===== src/rtl/uart_top_if.sv =====
// rtl/uart_top_if.sv - register write strobes and readback bus between CPU side and uart_top
interface uart_top_if;
  logic        uart_baud_wr;
  logic        uart_con_wr;
  logic        uart_txbuf_wr;
  logic [15:0] icb_wdat;
  logic [15:0] uart_con;
  logic [15:0] uart_baud;
  logic [15:0] uart_txbuf;

  modport master (
    output uart_baud_wr, uart_con_wr, uart_txbuf_wr, icb_wdat,
    input  uart_con, uart_baud, uart_txbuf
  );

  modport slave (
    input  uart_baud_wr, uart_con_wr, uart_txbuf_wr, icb_wdat,
    output uart_con, uart_baud, uart_txbuf
  );
endinterface


===== src/rtl/uart_top.sv =====
// rtl/uart_top.sv - register-mapped 8N1 UART with TX/RX state machines and level interrupt
module uart_top (
  input  logic      sys_clk,
  input  logic      sys_rst,
  uart_top_if.slave bus,
  input  logic      uart_rx,
  output logic      uart_tx,
  output logic      uart_en,
  output logic      uart_int
);
  typedef enum logic [1:0] {ST_IDLE, ST_START, ST_DATA, ST_STOP} state_t;

  state_t      r_tx_state, w_tx_state_nxt;
  state_t      r_rx_state, w_rx_state_nxt;
  logic [15:0] r_baud;
  logic        r_en, r_tx_ie, r_rx_ie;
  logic        r_rx_ferr, r_rx_pend, r_tx_pend;
  logic [7:0]  r_tx_data, r_tx_shift, r_rx_data, r_rx_shift;
  logic [15:0] r_tx_div, r_tx_cnt, r_rx_div, r_rx_cnt;
  logic [2:0]  r_tx_bit, r_rx_bit;
  logic        r_tx, r_int;
  logic        r_rx_s1, r_rx_s2, r_rx_prev;

  logic        w_en_nxt, w_abort, w_tx_busy, w_tx_load, w_tx_go, w_tx_tick, w_tx_done;
  logic        w_rx_fall, w_rx_tick, w_rx_mid, w_rx_stop, w_rx_ok, w_rx_bad;
  logic [16:0] w_rx_half;

  // Clearing en aborts both directions on the very edge that samples the write.
  assign w_en_nxt  = bus.uart_con_wr ? bus.icb_wdat[0] : r_en;
  assign w_abort   = !w_en_nxt;
  assign w_tx_busy = (r_tx_state != ST_IDLE);
  assign w_tx_load = bus.uart_txbuf_wr && !w_tx_busy;
  assign w_tx_go   = w_tx_load && r_en;
  assign w_tx_tick = (r_tx_cnt == r_tx_div);
  assign w_tx_done = (r_tx_state == ST_STOP) && w_tx_tick && !w_abort;

  assign w_rx_half = ({1'b0, r_rx_div} + 17'd1) >> 1;
  assign w_rx_fall = r_rx_prev && !r_rx_s2;
  assign w_rx_tick = (r_rx_cnt == r_rx_div);
  assign w_rx_mid  = ({1'b0, r_rx_cnt} == w_rx_half);
  assign w_rx_stop = (r_rx_state == ST_STOP) && w_rx_tick && !w_abort;
  assign w_rx_ok   = w_rx_stop && r_rx_s2;
  assign w_rx_bad  = w_rx_stop && !r_rx_s2;

  always_comb begin
    w_tx_state_nxt = r_tx_state;
    case (r_tx_state)
      ST_IDLE:  if (w_tx_go) w_tx_state_nxt = ST_START;
      ST_START: if (w_tx_tick) w_tx_state_nxt = ST_DATA;
      ST_DATA:  if (w_tx_tick && r_tx_bit == 3'd7) w_tx_state_nxt = ST_STOP;
      ST_STOP:  if (w_tx_tick) w_tx_state_nxt = ST_IDLE;
      default:  w_tx_state_nxt = ST_IDLE;
    endcase
    if (w_abort) w_tx_state_nxt = ST_IDLE;
  end

  // A zero divisor has no half-bit to wait for, so detection goes straight to data.
  always_comb begin
    w_rx_state_nxt = r_rx_state;
    case (r_rx_state)
      ST_IDLE:  if (r_en && w_rx_fall) w_rx_state_nxt = (r_baud == 16'd0) ? ST_DATA : ST_START;
      ST_START: if (w_rx_mid) w_rx_state_nxt = r_rx_s2 ? ST_IDLE : ST_DATA;
      ST_DATA:  if (w_rx_tick && r_rx_bit == 3'd7) w_rx_state_nxt = ST_STOP;
      ST_STOP:  if (w_rx_tick) w_rx_state_nxt = ST_IDLE;
      default:  w_rx_state_nxt = ST_IDLE;
    endcase
    if (w_abort) w_rx_state_nxt = ST_IDLE;
  end

  always_ff @(posedge sys_clk) begin
    if (sys_rst) begin
      r_tx_state <= ST_IDLE;
      r_rx_state <= ST_IDLE;
    end else begin
      r_tx_state <= w_tx_state_nxt;
      r_rx_state <= w_rx_state_nxt;
    end
  end

  always_ff @(posedge sys_clk) begin
    if (sys_rst) begin
      r_tx_data  <= 8'd0;
      r_tx_shift <= 8'd0;
      r_tx_div   <= 16'd0;
      r_tx_cnt   <= 16'd0;
      r_tx_bit   <= 3'd0;
      r_tx       <= 1'b1;
    end else begin
      if (w_tx_load) r_tx_data <= bus.icb_wdat[7:0];
      case (r_tx_state)
        ST_IDLE: begin
          if (w_tx_go) begin
            r_tx       <= 1'b0;
            r_tx_div   <= r_baud;
            r_tx_cnt   <= 16'd0;
            r_tx_bit   <= 3'd0;
            r_tx_shift <= bus.icb_wdat[7:0];
          end
        end
        ST_START: begin
          if (w_tx_tick) begin
            r_tx_cnt <= 16'd0;
            r_tx     <= r_tx_shift[0];
          end else begin
            r_tx_cnt <= r_tx_cnt + 16'd1;
          end
        end
        ST_DATA: begin
          if (w_tx_tick) begin
            r_tx_cnt   <= 16'd0;
            r_tx_bit   <= r_tx_bit + 3'd1;
            r_tx_shift <= r_tx_shift >> 1;
            r_tx       <= (r_tx_bit == 3'd7) ? 1'b1 : r_tx_shift[1];
          end else begin
            r_tx_cnt <= r_tx_cnt + 16'd1;
          end
        end
        default: begin
          r_tx_cnt <= w_tx_tick ? 16'd0 : r_tx_cnt + 16'd1;
        end
      endcase
      if (w_abort) r_tx <= 1'b1;
    end
  end

  always_ff @(posedge sys_clk) begin
    if (sys_rst) begin
      r_rx_s1    <= 1'b1;
      r_rx_s2    <= 1'b1;
      r_rx_prev  <= 1'b1;
      r_rx_div   <= 16'd0;
      r_rx_cnt   <= 16'd0;
      r_rx_bit   <= 3'd0;
      r_rx_shift <= 8'd0;
      r_rx_data  <= 8'd0;
    end else begin
      r_rx_s1   <= uart_rx;
      r_rx_s2   <= r_rx_s1;
      r_rx_prev <= r_rx_s2;
      case (r_rx_state)
        ST_IDLE: begin
          if (r_en && w_rx_fall) begin
            r_rx_div <= r_baud;
            r_rx_cnt <= (r_baud == 16'd0) ? 16'd0 : 16'd1;
            r_rx_bit <= 3'd0;
          end
        end
        ST_START: begin
          r_rx_cnt <= w_rx_mid ? 16'd0 : r_rx_cnt + 16'd1;
        end
        ST_DATA: begin
          if (w_rx_tick) begin
            r_rx_cnt   <= 16'd0;
            r_rx_bit   <= r_rx_bit + 3'd1;
            r_rx_shift <= {r_rx_s2, r_rx_shift[7:1]};
          end else begin
            r_rx_cnt <= r_rx_cnt + 16'd1;
          end
        end
        default: begin
          r_rx_cnt <= w_rx_tick ? 16'd0 : r_rx_cnt + 16'd1;
          if (w_rx_ok) r_rx_data <= r_rx_shift;
        end
      endcase
    end
  end

  // Hardware set beats a same-cycle write-1-to-clear.
  always_ff @(posedge sys_clk) begin
    if (sys_rst) begin
      r_baud    <= 16'd0;
      r_en      <= 1'b0;
      r_tx_ie   <= 1'b0;
      r_rx_ie   <= 1'b0;
      r_tx_pend <= 1'b0;
      r_rx_pend <= 1'b0;
      r_rx_ferr <= 1'b0;
      r_int     <= 1'b0;
    end else begin
      if (bus.uart_baud_wr) r_baud <= bus.icb_wdat;
      if (bus.uart_con_wr) begin
        r_en    <= bus.icb_wdat[0];
        r_tx_ie <= bus.icb_wdat[1];
        r_rx_ie <= bus.icb_wdat[2];
      end
      r_tx_pend <= w_tx_done | (r_tx_pend & !(bus.uart_con_wr & bus.icb_wdat[15]));
      r_rx_pend <= w_rx_ok   | (r_rx_pend & !(bus.uart_con_wr & bus.icb_wdat[14]));
      r_rx_ferr <= w_rx_bad  | (r_rx_ferr & !(bus.uart_con_wr & bus.icb_wdat[12]));
      r_int     <= r_en & ((r_tx_pend & r_tx_ie) | (r_rx_pend & r_rx_ie));
    end
  end

  assign bus.uart_con   = {r_tx_pend, r_rx_pend, w_tx_busy, r_rx_ferr, 9'd0, r_rx_ie, r_tx_ie, r_en};
  assign bus.uart_baud  = r_baud;
  assign bus.uart_txbuf = {r_rx_data, r_tx_data};
  assign uart_tx        = r_tx;
  assign uart_en        = r_en;
  assign uart_int       = r_int;
endmodule


===== src/flat_wrapper.sv =====
// flat-port wrapper written by rule: the top's interface ports become plain ports
module uart_top_flat 
  (sys_clk, sys_rst, uart_rx, uart_tx, uart_en, uart_int, bus_uart_baud_wr, bus_uart_con_wr, bus_uart_txbuf_wr, bus_icb_wdat, bus_uart_con, bus_uart_baud, bus_uart_txbuf);
  uart_top_if bus_i ();
  input  logic sys_clk;
  input  logic sys_rst;
  input  logic uart_rx;
  output logic uart_tx;
  output logic uart_en;
  output logic uart_int;
  input wire logic [$bits(bus_i.uart_baud_wr)-1:0] bus_uart_baud_wr;
  input wire logic [$bits(bus_i.uart_con_wr)-1:0] bus_uart_con_wr;
  input wire logic [$bits(bus_i.uart_txbuf_wr)-1:0] bus_uart_txbuf_wr;
  input wire logic [$bits(bus_i.icb_wdat)-1:0] bus_icb_wdat;
  output wire logic [$bits(bus_i.uart_con)-1:0] bus_uart_con;
  output wire logic [$bits(bus_i.uart_baud)-1:0] bus_uart_baud;
  output wire logic [$bits(bus_i.uart_txbuf)-1:0] bus_uart_txbuf;
  assign bus_i.uart_baud_wr = bus_uart_baud_wr;
  assign bus_i.uart_con_wr = bus_uart_con_wr;
  assign bus_i.uart_txbuf_wr = bus_uart_txbuf_wr;
  assign bus_i.icb_wdat = bus_icb_wdat;
  assign bus_uart_con = bus_i.uart_con;
  assign bus_uart_baud = bus_i.uart_baud;
  assign bus_uart_txbuf = bus_i.uart_txbuf;
  uart_top u_core (.sys_clk(sys_clk), .sys_rst(sys_rst), .bus(bus_i), .uart_rx(uart_rx), .uart_tx(uart_tx), .uart_en(uart_en), .uart_int(uart_int));
endmodule

===== config.mk =====
export PLATFORM = sky130hd
export DESIGN_NAME = uart_top_flat
export DESIGN_NICKNAME = d
export VERILOG_FILES = /design/src/rtl/uart_top_if.sv /design/src/rtl/uart_top.sv /design/src/flat_wrapper.sv
export SDC_FILE = /design/constraint.sdc
export NUM_CORES = 1
export LEC_CHECK = 0
export ABC_CLOCK_PERIOD_IN_PS = 2200
export BUFFER_PORTS_ARGS = -buffer_cell sky130_fd_sc_hd__buf_4
export CAP_MARGIN = 25
export CORE_ASPECT_RATIO = 0.75
export CORE_MARGIN = 2
export CORE_UTILIZATION = 27
export CTS_CLUSTER_DIAMETER = 60
export DETAILED_ROUTE_END_ITERATION = 12
export SLEW_MARGIN = 15
export SYNTH_ARGS = -nofsm -noshare
export SYNTH_HDL_FRONTEND = slang
export SYNTH_SLANG_ARGS = --single-unit

===== constraint.sdc =====
create_clock -name sys_clk -period 2.2 [get_ports sys_clk]
set_clock_uncertainty 0.1 [all_clocks]
set_input_delay 0.44 -clock sys_clk [delete_from_list [all_inputs] [get_ports sys_clk]]
set_output_delay 0.44 -clock sys_clk [all_outputs]
set_load 0.05 [all_outputs]

==> impl_metrics.tcl <==
set metrics [dict create \
    status "finished, violations left" \
    violations "setup timing" \
    r2r_slack_ns -0.06 \
    start_util 0.275 \
    netlist_instances 786 \
    ant_nets 0 \
    p_int_mw 4.32 \
    p_sw_frac 0.264 \
    ys_seq_area_frac 0.405 \
    cp.required_ns 2.41 \
    dieHeight_um 139 \
    synth_top_flop_cell "dfxtp_1" \
    grt_use_met3 0.0403 \
    grt_pass1_wl_um 28800 \
    combPwrFrac 0.096 \
    cts_max_path_buffers 2 \
    async_reset_ff_frac 0 \
    r2r_start "u_core.r_rx_div[6]$_SDFFE_PP0P_" \
    io_buffer_count 63 \
    finalSetupViolCount 16 \
    finalHoldViolCount 0 \
    use_met2 0.202 \
    vias 5777 \
    min_path_cells 2 \
    dieArea_sq_um 25700 \
    synth_edf_count 0 \
    drc 0 \
    pwr-share-seq 0.422 \
    p_leak_nw 3.57 \
    switchingPower_mw 1.55 \
    cp-startpoint "u_core.r_rx_div[6]$_SDFFE_PP0P_" \
    drive_gt1_frac 0.273 \
    synth_warnings 0 \
    rr_worst_depth 10 \
    htree_num_levels 4 \
    crit_fanout 7 \
    cts_tree "yes" \
    cp_common_cell "nor2_1" \
    grt_max_degree 44 \
    met1_usage 0.208 \
    final_cells 1248 \
    cp_slowest_cell "dfxtp_4" \
    crit_buf_inv 3 \
    cts_sinks 133 \
    routed_wl_um 18200 \
    fin_crit_ns 2.26 \
    power_frac_clock 0.482 \
    gp_congestion 0.930 \
    irDropWorstVdd_v 0.000597 \
    start_kind "register" \
    grt_busiest_layer "met1" \
    ys_ff_latch 133 \
    syn_to_final_growth_pct 31.7 \
    final_util 0.362 \
    cts_hold_buf 0 \
    coreArea_sq_um 24000 \
    min_from "uart_rx" \
    drtIter0Drc 394 \
    post-route-period-util 1.03 \
    cp.arrival_ns 2.47 \
    grt_pass1_vias 5352 \
    cts-buffers-inserted 17 \
    rsz0062_at_grt "true" \
    n_antenna_cell 0 \
    place_inst 1204 \
    post_drt_wl_per_cell_um 14.6 \
    antenna_found_initial 0 \
    crit_cells 10 \
    clk_pin_slew_ns 0.06 \
    ys_types 61 \
    crit_family "simple AND/OR/NAND/NOR gates" \
    clk_latency_ns 0.43 \
    path_class "reg2reg" \
    cp-end-kind "register" \
    crit_path_cell_trace "nand4_1 -> nor3_2 -> a32oi_1 -> nor2_1 -> nand4b_1 -> buf_4 -> o31ai_4 -> buf_6 -> buf_16 -> nor2_1" \
    max_freq_ghz 0.443 \
    yosysTopAreaCell "dfxtp_1" \
    gr-total-overflow 0 \
    nNetsFinal 939 \
    firstDrtPassIters 5 \
    root_buffer "clkbuf_16" \
    hold_path_end "u_core.r_rx_s1$_SDFF_PP1_" \
    synth_top_area_frac 0.405 \
    cap_viol_max_count 0 \
    finalMaxSlewViolations 0 \
    hpwlAfterDp_um 13200 \
    stdcell_area_sq_um 8670 \
    power_density_nw_per_um2 677 \
    setup_ws_ns -0.0597 \
    r2r-end "u_core.r_rx_cnt[5]$_SDFFE_PP0P_" \
    synth.area.top_cells "dfxtp_1 (40%), mux2i_1 (7.0%), nor2_1 (6.4%), nand2_1 (6.3%), xor2_1 (4.9%)" \
    hold_class "in2reg" \
    viasPerCell 4.63 \
    synth_area_sq_um 6580 \
    place_area_sq_um 7740 \
    avgSynthCellArea_sq_um 8.37 \
    grt_usage 0.143 \
    io_pins 73 \
    max_stage_delay_ns 0.37 \
    num_rows 49 \
    dieWidth_um 184 \
]
cell type report:
type	instances	area, sq um
clock buffers	17	425
clock inverters	15	156
fillers	2482	15300
inverters	17	63.8
multi-input cells	579	3650
flip-flops and latches	133	2690
well taps	331	414
repair buffers	156	1270
worst register-to-register path: stages, from the launching register on:
cell      delay, ns
dfxtp_4        0.37
nand4_1        0.26
nor3_2         0.30
a32oi_1        0.16
nor2_1         0.12
nand4b_1       0.15
buf_4          0.19
o31ai_4        0.17
buf_6          0.16
buf_16         0.13
nor2_1         0.04
layer usage:
layer  part of all wire  vias to the layer above  wire length (um)
li1                   -                     2868                 -
met1               0.50                     2725              9120
met2               0.42                      164              7580
met3              0.068                       20              1240
met4              0.013                        0               233
met5                  0                        -                 0
worst max-delay path by stage:
stage | endpoint | slack (ns)
final | u_core.r_rx_cnt[5]$_SDFFE_PP0P_ | -0.06
after global routing | u_core.r_rx_cnt[13]$_SDFFE_PP0P_ | -0.15
after CTS | u_core.r_rx_cnt[1]$_SDFFE_PP0P_ | 0.002
after detailed placement | u_core.r_rx_cnt[15]$_SDFFE_PP0P_ | -0.14
after global placement | u_core.r_rx_cnt[15]$_SDFFE_PP0P_ | -0.07
after floorplan | u_core.r_rx_cnt[15]$_SDFFE_PP0P_ | 0.005
timing repair:
item / 4_1_cts / 5_1_grt
pin swaps: 7 / 11
gates resized for setup: 25 / 39
gates cloned: 1 / 1
hold endpoints to repair: 0 / 0
endpoints found under the setup margin: 19 / 40
setup buffers: 6 / 4
through the flow:
step           hold slack [ns]  TNS [ns]  total power [mW]  worst slack, ns
2_1_floorplan            0.289         0              2.87          0.00480
3_3_place_gp             0.290    -0.561              3.07          -0.0741
3_5_place_dp             0.298     -1.85              3.07           -0.137
4_1_cts                 0.0827         0              5.90          0.00206
5_1_grt                 0.0838     -3.01              6.08           -0.152
6_report                0.0965    -0.807              5.87          -0.0597
cells by family (layout without fill, tap and decap cells):
family / count (synthesis) / count (layout) / share of synthesized area
and+or+nand+nor: 326 / 326 / 0.224
DFF: 133 / 133 / 0.405
AOI/OAI and AO/OA: 110 / 110 / 0.103
buffers and inverters: 82 / 205 / 0.0728
xor gates and xnor gates: 73 / 73 / 0.0971
muxes: 48 / 48 / 0.0734
adders and majority gates: 13 / 13 / 0.0247
other: 1 / 9 / 0.000570
power by group through the flow:
stage,Combinational (mW),Clock [mW],Sequential [mW]
floorplan,0.237,0,2.63
global placement,0.537,0,2.53
detailed placement,0.539,0,2.53
CTS,0.559,2.87,2.48
global route,0.600,3.00,2.48
finish,0.566,2.83,2.48
state kept, by name (all words and copies together) (netlist names), 8 cells and up:
| signal | flops |
|---|---|
| u_core.r_tx_shift | 8 |
| u_core.r_rx_shift | 8 |
| u_core.r_rx_cnt | 16 |
| u_core.r_rx_div | 16 |
| u_core.r_tx_data | 8 |
| u_core.r_tx_cnt | 16 |
| u_core.r_tx_div | 16 |
| u_core.r_rx_data | 8 |
| u_core.bus.uart_baud | 16 |
synth_stat cells, drive strengths merged (14+ instances only):
master  instances
nand2         110
xnor2          36
dfxtp         133
nand3          34
clkbuf         33
inv            17
a21oi          63
mux2i          46
xor2           37
buf            31
nand4          14
nor2          112
o21ai          16
cell usage in the layout (no fill, tap or decap), types with 3 or more instances in the layout:
master,instances
nand2b_1,3
xor2_1,33
clkinv_2,4
o21ai_0,14
nand2_1,109
nand4_1,13
buf_4,141
nor2_1,104
nor2_2,6
nand3_1,32
clkinvlp_4,4
clkbuf_16,17
dfxtp_2,10
ha_1,11
conb_1,9
nor4_1,7
nor4_2,4
xnor2_1,35
and3_1,10
xor2_2,4
dfxtp_4,3
nor3_1,8
buf_6,9
buf_12,4
a211oi_1,3
or2_2,4
a21oi_1,62
dfxtp_1,120
mux2i_1,44
inv_1,17
nand3b_1,4
Power figures use the tool's default switching activity.
